<file path="config.mk">
export PLATFORM = sky130hd
export DESIGN_NAME = uart_ascii_cmd_parser
export DESIGN_NICKNAME = d
export VERILOG_FILES = /design/src/rtl/uart_cmd_pkg.sv /design/src/rtl/uart_cmd_match.sv /design/src/rtl/uart_ascii_cmd_parser.sv
export SDC_FILE = /design/constraint.sdc
export NUM_CORES = 1
export LEC_CHECK = 0
export ABC_AREA = 1
export CAP_MARGIN = 20
export CORE_MARGIN = 2
export CORE_UTILIZATION = 54
export DETAILED_ROUTE_END_ITERATION = 6
export GPL_ROUTABILITY_DRIVEN = 0
export PLACE_DENSITY_LB_ADDON = 0.05
export SKIP_CTS_REPAIR_TIMING = 1
export SYNTH_ARGS = -nofsm -noshare
export SYNTH_HDL_FRONTEND = slang
export SYNTH_SLANG_ARGS = --single-unit
</file>
<file path="constraint.sdc">
create_clock -name iClk -period 1.6 [get_ports iClk]
set_input_delay 0.48 -clock iClk [delete_from_list [all_inputs] [get_ports iClk]]
set_output_delay 0.48 -clock iClk [all_outputs]
set_load 0.005 [all_outputs]
</file>
<file path="src/rtl/uart_cmd_pkg.sv">
// Shared encodings for the UART ASCII command parser: FSM states, ASCII control
// codes, keyword characters and small character-class helpers.
package uart_cmd_pkg;

  localparam logic [1:0] ST_IDLE    = 2'd0;
  localparam logic [1:0] ST_CAPTURE = 2'd1;
  localparam logic [1:0] ST_DECODE  = 2'd2;

  localparam logic [7:0] ASCII_LF    = 8'h0A;
  localparam logic [7:0] ASCII_CR    = 8'h0D;
  localparam logic [7:0] ASCII_BS    = 8'h08;
  localparam logic [7:0] ASCII_DEL   = 8'h7F;
  localparam logic [7:0] ASCII_SPACE = 8'h20;
  localparam logic [7:0] ASCII_TILDE = 8'h7E;

  // Bit positions in the one-hot keyword match vector.
  localparam int unsigned MATCH_W = 4;
  localparam int unsigned M_WATCH = 0;
  localparam int unsigned M_SR04  = 1;
  localparam int unsigned M_TEMP  = 2;
  localparam int unsigned M_HUM   = 3;

  // Keywords with the first character in element [0].
  localparam logic [4:0][7:0] KW_WATCH = {8'h48, 8'h43, 8'h54, 8'h41, 8'h57};
  localparam logic [3:0][7:0] KW_SR04  = {8'h34, 8'h30, 8'h52, 8'h53};
  localparam logic [3:0][7:0] KW_TEMP  = {8'h50, 8'h4D, 8'h45, 8'h54};
  localparam logic [2:0][7:0] KW_HUM   = {8'h4D, 8'h55, 8'h48};

  function automatic logic [7:0] to_upper(input logic [7:0] c);
    return (c >= 8'h61 && c <= 8'h7A) ? (c - 8'h20) : c;
  endfunction

  function automatic logic is_printable(input logic [7:0] c);
    return (c >= ASCII_SPACE) && (c <= ASCII_TILDE);
  endfunction

endpackage

</file>
<file path="src/rtl/uart_cmd_match.sv">
// Combinational keyword matcher: compares the first count characters of the
// line buffer against each keyword, requiring an exact length match.
module uart_cmd_match
  import uart_cmd_pkg::*;
#(
  parameter int unsigned P_LINE_MAX = 8
) (
  input  logic [P_LINE_MAX-1:0][7:0]          line_i,
  input  logic [$clog2(P_LINE_MAX+1)-1:0]     count_i,
  output logic [MATCH_W-1:0]                  match_o,
  output logic                                no_match_o
);

  localparam int unsigned PAD_N = (P_LINE_MAX > 5) ? P_LINE_MAX : 5;
  localparam int unsigned PAD_W = PAD_N * 8;

  localparam logic [PAD_N-1:0][7:0] PAD_WATCH = PAD_W'(KW_WATCH);
  localparam logic [PAD_N-1:0][7:0] PAD_SR04  = PAD_W'(KW_SR04);
  localparam logic [PAD_N-1:0][7:0] PAD_TEMP  = PAD_W'(KW_TEMP);
  localparam logic [PAD_N-1:0][7:0] PAD_HUM   = PAD_W'(KW_HUM);

  logic [31:0]             len;
  logic [PAD_N-1:0][7:0]   line_pad;

  assign len = 32'(count_i);

  // Stale characters beyond count are masked so a whole-vector compare is exact.
  always_comb begin
    line_pad = '0;
    for (int unsigned i = 0; i < P_LINE_MAX; i++) begin
      if (i < len) line_pad[i] = line_i[i];
    end
  end

  assign match_o[M_WATCH] = (len == 32'd5) && (line_pad == PAD_WATCH);
  assign match_o[M_SR04]  = (len == 32'd4) && (line_pad == PAD_SR04);
  assign match_o[M_TEMP]  = (len == 32'd4) && (line_pad == PAD_TEMP);
  assign match_o[M_HUM]   = (len == 32'd3) && (line_pad == PAD_HUM);
  assign no_match_o       = ~|match_o;

endmodule

</file>
<file path="src/rtl/uart_ascii_cmd_parser.sv">
// Pops bytes from an RX FIFO, optionally echoes them, assembles an upper-cased
// command line and pulses a report request or error on CR/LF.
module uart_ascii_cmd_parser
  import uart_cmd_pkg::*;
#(
  parameter int unsigned P_LINE_MAX = 8,
  parameter bit          P_ECHO_EN  = 1'b1
) (
  input  logic       iClk,
  input  logic       iRst,
  input  logic       iRxFifoEmpty,
  input  logic [7:0] iRxData,
  output logic       oRxPop,
  output logic [7:0] oLoopData,
  output logic       oLoopValid,
  output logic       oReqWatchReport,
  output logic       oReqSr04Report,
  output logic       oReqTempReport,
  output logic       oReqHumReport,
  output logic       oCmdError
);

  localparam int unsigned      CNT_W   = $clog2(P_LINE_MAX + 1);
  localparam logic [CNT_W-1:0] CNT_MAX = CNT_W'(P_LINE_MAX);
  localparam logic [CNT_W-1:0] CNT_ONE = CNT_W'(1);

  logic [1:0]                 state_q, state_d;
  logic [7:0]                 byte_q, byte_d;
  logic [CNT_W-1:0]           count_q, count_d;
  logic                       overflow_q, overflow_d;
  logic [P_LINE_MAX-1:0][7:0] line_q, line_d;
  logic [7:0]                 loop_data_q, loop_data_d;
  logic                       loop_valid_q, loop_valid_d;
  logic [MATCH_W-1:0]         req_q, req_d;
  logic                       err_q, err_d;
  logic [MATCH_W-1:0]         match;
  logic                       no_match;

  uart_cmd_match #(
    .P_LINE_MAX (P_LINE_MAX)
  ) u_match (
    .line_i     (line_q),
    .count_i    (count_q),
    .match_o    (match),
    .no_match_o (no_match)
  );

  // The FIFO returns data the cycle after the pop, which is the capture cycle.
  assign oRxPop = (state_q == ST_IDLE) && !iRxFifoEmpty && !iRst;

  always_comb begin
    // NOTE: every next-state signal gets a default first so no path through the case infers a latch.
    state_d      = state_q;
    byte_d       = byte_q;
    count_d      = count_q;
    overflow_d   = overflow_q;
    line_d       = line_q;
    loop_data_d  = loop_data_q;
    loop_valid_d = 1'b0;
    req_d        = '0;
    err_d        = 1'b0;
    case (state_q)
      ST_IDLE: begin
        if (!iRxFifoEmpty) state_d = ST_CAPTURE;
      end
      ST_CAPTURE: begin
        byte_d  = iRxData;
        state_d = ST_DECODE;
        if (P_ECHO_EN) begin
          loop_data_d  = iRxData;
          loop_valid_d = 1'b1;
        end
      end
      ST_DECODE: begin
        state_d = ST_IDLE;
        if (byte_q == ASCII_CR || byte_q == ASCII_LF) begin
          if (overflow_q || (count_q != '0 && no_match)) err_d = 1'b1;
          else if (count_q != '0)                         req_d = match;
          count_d    = '0;
          overflow_d = 1'b0;
        end else if (byte_q == ASCII_BS || byte_q == ASCII_DEL) begin
          if (count_q != '0) begin
            count_d    = count_q - CNT_ONE;
            overflow_d = 1'b0;
          end
        end else if (is_printable(byte_q)) begin
          if (count_q < CNT_MAX) begin
            for (int unsigned i = 0; i < P_LINE_MAX; i++) begin
              if (32'(count_q) == i) line_d[i] = to_upper(byte_q);
            end
            count_d = count_q + CNT_ONE;
          end else begin
            overflow_d = 1'b1;
          end
        end
      end
      default: state_d = ST_IDLE;
    endcase
  end

  always_ff @(posedge iClk) begin
    // NOTE: state registers use non-blocking assignments so every flop samples pre-edge values.
    if (iRst) begin
      state_q      <= ST_IDLE;
      byte_q       <= '0;
      count_q      <= '0;
      overflow_q   <= 1'b0;
      // NOTE: the line buffer is small and must read as all-zero after reset, so it is reset like any register.
      line_q       <= '0;
      loop_data_q  <= '0;
      loop_valid_q <= 1'b0;
      req_q        <= '0;
      err_q        <= 1'b0;
    end else begin
      state_q      <= state_d;
      byte_q       <= byte_d;
      count_q      <= count_d;
      overflow_q   <= overflow_d;
      line_q       <= line_d;
      loop_data_q  <= loop_data_d;
      loop_valid_q <= loop_valid_d;
      req_q        <= req_d;
      err_q        <= err_d;
    end
  end

  assign oLoopData       = loop_data_q;
  assign oLoopValid      = loop_valid_q;
  assign oReqWatchReport = req_q[M_WATCH];
  assign oReqSr04Report  = req_q[M_SR04];
  assign oReqTempReport  = req_q[M_TEMP];
  assign oReqHumReport   = req_q[M_HUM];
  assign oCmdError       = err_q;

endmodule
</file>
-- Word level (Yosys, flattened, before mapping)
Cells that the tools add are included.
- equality and inequality tests: 20
- reductions and logical operators: 33
- bitwise operators: 4
- add/subtract/negate cells: 3
- order comparisons: 13
- mux-type cells: 23
- operator list (cell ; count):
    8-bit two-way mux ; 9
    64-bit by 23-bit equality test with 1-bit output, second input constant ; 1
    64-bit by 30-bit equality test with 1-bit output, second input constant ; 1
    64-bit by 31-bit equality test with 1-bit output, second input constant ; 1
    64-bit by 39-bit equality test with 1-bit output, second input constant ; 1
    6-bit AND reduction ; 8
    8-bit by 4-bit equality test with 1-bit output, second input constant ; 3
    4-bit two-way mux ; 5
    4-bit by 3-bit equality test with 1-bit output, second input constant ; 4
    8-bit by 7-bit <= comparator with 1-bit output, second input constant ; 2
    3-bit by 4-bit less-than comparator with 1-bit output, first input constant ; 4
    1-bit logical AND ; 9
    4-bit by 2-bit equality test with 1-bit output, second input constant ; 2
    8-bit by 7-bit equality test with 1-bit output, second input constant ; 1
    8-bit by 6-bit >= comparator with 1-bit output, second input constant ; 1
    8-bit by 7-bit >= comparator with 1-bit output, second input constant ; 1
    1-bit by 4-bit less-than comparator with 1-bit output, first input constant ; 2
    2-bit by 4-bit less-than comparator with 1-bit output, first input constant ; 2
    4-bit AND reduction ; 2
    8-bit by 6-bit subtractor with 8-bit output, second input constant ; 1
    1-bit two-way mux ; 7
    3-bit != test, second input constant ; 2
    3-bit nonzero test ; 2
    5-bit OR reduction ; 1
    other kinds (17) ; 24
- output and inout bits: 15
- logic and storage cells: 111
- input bits: 11
- bits in registers: 85

-- Logic depth before layout (Yosys ltp)
- depth in word-level cells: 9
- mapped depth: 14
- gate-level depth less buffers: 14

-- Cells and area by module
A second synthesis with hierarchy kept.
- cell total of the unflattened synthesis: 621
- area, all modules: 4220.3 µm²
- by module, submodules not included (module ; cells each ; area each (µm²) ; instances):
    uart_ascii_cmd_parser ; 466 ; 3563.4 ; 1
    uart_cmd_match ; 155 ; 656.9 ; 1

-- Worst setup path before layout
OpenSTA, ideal clock, no wires.
- path type: flip-flop to flip-flop
- start point: register oLoopData[5] (netlist name)
- end point: register line_q[41] (netlist name)
- cell stages (with the launch flop): 10
- period minus slack after synthesis: 1.753 ns
- arrival time: 1.633 ns
- setup slack: -0.153 ns
- path buffers: 1
- data required time: 1.480 ns
- cell sequence: dfxtp_1 > ha_1 > nand3_1 > o211ai_2 > nand3_4 > nor2_8 > buf_8 > nand2_4 > o21ai_0 > a21oi_1
- RTL lines (element ; line ; source):
    to (signal assigned) ; uart_ascii_cmd_parser.sv:119 ; line_q <= line_d;
    to (decl) ; uart_ascii_cmd_parser.sv:31 ; logic [P_LINE_MAX-1:0][7:0] line_q, line_d;

-- Worst setup path in the final report
- start point: register count_q[0]
- end point: register req_q[0]
- longest elaborated chain between the ends: 9
- elaborated cells between the ends (all ways): 34
- ends and longest elaborated chain (element ; line ; source):
    from (decl) ; uart_ascii_cmd_parser.sv:29 ; logic [CNT_W-1:0] count_q, count_d;
    from (signal assigned) ; uart_ascii_cmd_parser.sv:117 ; count_q <= count_d;
    1-bit by 4-bit less-than comparator with 1-bit output (tied with other cells) ; uart_cmd_match.sv:31 ; if (i < len) line_pad[i] = line_i[i];
    8-bit two-way mux ; uart_cmd_match.sv:31 ;
    64-bit by 39-bit equality test with 1-bit output (tied with other cells) ; uart_cmd_match.sv:35 ; assign match_o[M_WATCH] = (len == 32'd5) && (line_pad == PAD_WATCH);
    1-bit logical AND, on equally long branches ; - ;
    4-bit OR reduction ; uart_cmd_match.sv:39 ; assign no_match_o = ~|match_o;
    1-bit logical NOT ; uart_cmd_match.sv:39 ;
    1-bit logical AND ; uart_ascii_cmd_parser.sv:77 ; if (overflow_q || (count_q != '0 && no_match)) err_d = 1'b1;
    1-bit logical OR ; uart_ascii_cmd_parser.sv:77 ;
    5-bit OR reduction (no line) ; - ;
    to (signal assigned) ; uart_ascii_cmd_parser.sv:122 ; req_q <= req_d;
    to (decl) ; uart_ascii_cmd_parser.sv:34 ; logic [MATCH_W-1:0] req_q, req_d;
Several ways; a longest one is shown, not always the timed one.
A chain may end at the register's enable or synchronous reset.

==> summary.txt <==
Logic synthesis
  • Compound-Gate Fraction of Synth Area: 0.168
  • Largest family of logic cells by synthesized area: simple AND/OR/NAND/NOR gates
  • Mean Syn Cell Area: about 6.9 um^2
  • Yosys reg bits: 85
  • Post-synthesis simple-gate area fraction: 0.300
  • Synth Area in XOR/XNOR: 0.00614
  • Syn Nets: about 640
  • Yosys warns: 0
  • Netlist cell types: 39
  • Post-synthesis sequential area ratio: 0.398
  • Mapped cell area: ~0.0043 mm^2
  • Post-synthesis mux area share: 0
  • Cells after Synth: 620
  • Adder-cell share of the synthesized area: 0.0234

STA
  • Setup_tns: -17.21 ns
  • Clock Skews: roughly 0.0094 ns
  • Slew headroom: 0.648
  • Final worst slack: -0.482 ns
  • Final Max Tran Viols: 0
  • Slew @ Worst Pin: roughly 0.53 ns
  • Setup-failing EPs final: 75
  • Fmax: 480 MHz
  • Final hold violations: 0
  • Crit path time final: between 2 and 2.5 ns
  • Fin crit share: 1.30
  • RSZ-0062 raised after global routing: yes

Place
  • Place WS: -0.614 ns
  • DP Area: around 0.0053 mm^2
  • Post-DP HPWL: just under 9000 um
  • Dpl cells: between 800 and 900
  • Number of buffers added on ports: 25

Floorplan
  • # IOs: 26
  • Row count: 32
  • Die area: between 0.008 and 0.009 mm^2
  • CORE AREA: approximately 0.0077 mm^2
  • DIE WIDTH: 93.0 um
  • Die Y: a little over 90 um
  • Starting density of the core: 0.557

Critical path
  • Critical R2R Capture: req_q[0]$_SDFF_PP0_
  • CP peak stage delay: between 0.3 and 0.4 ns
  • WS Path Type: reg -> reg
  • Worst path buffer plus inverter count: 2
  • Setup crit start kind: flip-flop
  • CP Data Required Time: 1.90 ns
  • CP most frequent cell: nor2_1
  • Delay-heaviest family, CP: simple AND/OR/NAND/NOR gates
  • CP max stage cell: dfxtp_4
  • WP depth: 13
  • Worst r2r src: count_q[0]$_SDFFE_PP0P_
  • Worst r2r path cells: 13
  • CP arrival: 2.39 ns
  • Critical-path maximum fanout: 4
  • Reg2Reg Setup Slack: -0.48 ns
  • Crit path capture type: flip-flop
  • Crit-path cells: inv_6 > ha_4 > nand3_2 > buf_4 > nor2_2 > nand2_1 > nor2_1 > nand3_1 > nor2_1 > nand2_2 > nand4_1 > nand3_2 > nor2_1

CTS
  • H-tree levels: 3
  • CTS tree: yes
  • CTS max path bufs: 2
  • CTS Buf Count: 9
  • Clock-pin transition on the worst setup and hold timing paths: around 0.09 ns
  • Root buffer cell: clkbuf_8
  • Worst skew pair latency: 0.36 ns
  • TritonCTS Sinks: 85

GRT
  • First-pass GRT wire length: 19100 um
  • Initial antenna violation count: 0
  • Remaining Overflow, GRT: 0
  • Pin count of the biggest net entering global routing: 32
  • Number of global-route vias before repair: slightly below 4000
  • GR Util All Layers: 0.284

Routing
  • Via density: 6.03
  • 1st-iter DRT viols: roughly 570
  • Routed length per instance: 20.5 um
  • First-pass DRT Iterations: 5
  • DR DRC count: 0
  • Antenna Violating Nets Remaining: 0
  • DR vias: around 5300
  • Drt total wl: about 18000 um

Worst hold path
  • Hold Path Class: reg -> reg
  • WHS Path Cells: 2
  • Min-Delay Startpoint: line_q[49]$_SDFFE_PP0P_
  • WHS Endpoint: line_q[49]$_SDFFE_PP0P_

Finish
  • Diode count: 0
  • Utilization after layout: 0.900
  • Share of layout cells above drive strength 1: 0.455
  • Net count, final: approximately 790
  • P&R area growth vs syn: 61.6%
  • Non-Filler Instances: between 800 and 900
  • Design area: around 0.0069 mm^2
  • Fillers: about 330

Pwr
  • Lkg Pwr: a little under 3 nW
  • PwrDens: between 600 and 700 mW/mm^2
  • VDD IR max: between 0.8 and 0.9 mV

Run status
  • Status: finished with violations
  • Failing checks: negative setup slack

Run
  • Max Cap Viol: 0
sequential cells by signal, indices dropped and copies added (netlist names):
| signal | count |
|---|---|
| count_q | 4 |
| line_q | 64 |
| oCmdError | 1 |
| oLoopData | 8 |
| oLoopValid | 1 |
| overflow_q | 1 |
| req_q | 4 |
| state_q | 2 |
area by class of cell:
class                   count  area (um^2)  area share
repair buffers            156         1520       0.220
multi-input cells         439         3000       0.434
clock inverters             4         71.3      0.0103
clock buffers              12          135      0.0195
flip-flops and latches     85         1740       0.251
well taps                 102          128      0.0185
inverters                  75          323      0.0467
how the worst max path moves through the flow:
| stage | endpoint | from |
|---|---|---|
| after global placement | oRxPop | iRst |
| after detailed placement | oRxPop | iRst |
| after CTS | oRxPop | iRst |
| after floorplan | line_q[62]$_SDFFE_PP0P_ | oLoopData[2]$_SDFFE_PP0P_ |
| after global routing | req_q[0]$_SDFF_PP0_ | count_q[3]$_SDFFE_PP0P_ |
| final | req_q[0]$_SDFF_PP0_ | count_q[0]$_SDFFE_PP0P_ |
cells in the final DEF (no fill, tap or decap), types with 4 or more instances in the layout:
cell type / n
nand3_4: 8
nand2_1: 79
nor2_2: 18
nor2_1: 81
nand2_4: 12
clkbuf_8: 9
o21ai_2: 31
inv_2: 6
dfxtp_4: 8
nand3_2: 21
o21ai_1: 5
ha_4: 5
nand3_1: 21
inv_1: 62
buf_6: 32
nor2_4: 8
dfxtp_2: 4
nand4_1: 7
a21oi_1: 30
dfxtp_1: 73
dlymetal6s2s_1: 16
o21ai_0: 17
a21oi_2: 40
buf_4: 88
nand2_8: 5
clkdlybuf4s50_1: 9
buf_12: 7
nand2_2: 20
metrics by stage:
step / power, W / hold slack [ns]
final: 0.00471 / 0.446
after global placement: 0.00274 / 0.429
after detailed placement: 0.00276 / 0.435
after CTS: 0.00437 / 0.448
after global routing: 0.00482 / 0.468
after floorplan: 0.00246 / 0.420
synthesized netlist by cell type (all sizes together):
master / n / area [um^2]
or2: 1 / 6.26
nor4: 2 / 12.5
inv: 75 / 284
nand2: 114 / 459
dfxtp: 85 / 1700
nor3: 3 / 15.0
xor2: 3 / 26.3
nand3: 48 / 263
ha: 8 / 100
nor2: 108 / 442
nand3b: 1 / 7.51
nand4: 8 / 56.3
o21bai: 1 / 7.51
clkbuf: 9 / 33.8
buf: 16 / 134
o21a: 3 / 22.5
and2: 3 / 21.3
o21ai: 56 / 280
o211ai: 2 / 20.0
a21oi: 73 / 380
a21boi: 1 / 7.51
report_power, final:
group          switching (W)  leakage, nW  total (W)  internal (W)
Sequential         0.0000358        0.694    0.00217       0.00213
Combinational       0.000477         2.14   0.000859      0.000382
Clock               0.000804        0.105    0.00169      0.000882
Total                0.00132         2.94    0.00471       0.00340
metal layers:
layer,vias up,track usage,part of all wire
li1,2304,-,-
met2,376,0.473,0.48
met5,-,0,0
met4,0,0.0980,0.076
met3,134,0.0443,0.088
met1,2453,0.377,0.36
cell families (layout without fill, tap and decap cells):
logic type,Yosys count,count (layout)
flip-flops,85,85
adder cells (fa/ha/maj),8,8
AND/OR/NAND/NOR,288,292
AO/OA/AOI/OAI,136,136
XOR/XNOR,3,3
buffers and inverters,100,247
tightest hold or removal path: cells and delay by family (launching register included):
family,cells,cell delay (ns)
AOI/OAI and AO/OA,1,0.05
buffers and inverters,1,0.05
DFF,1,0.32
Note: power is estimated with default switching activity, not from simulation.
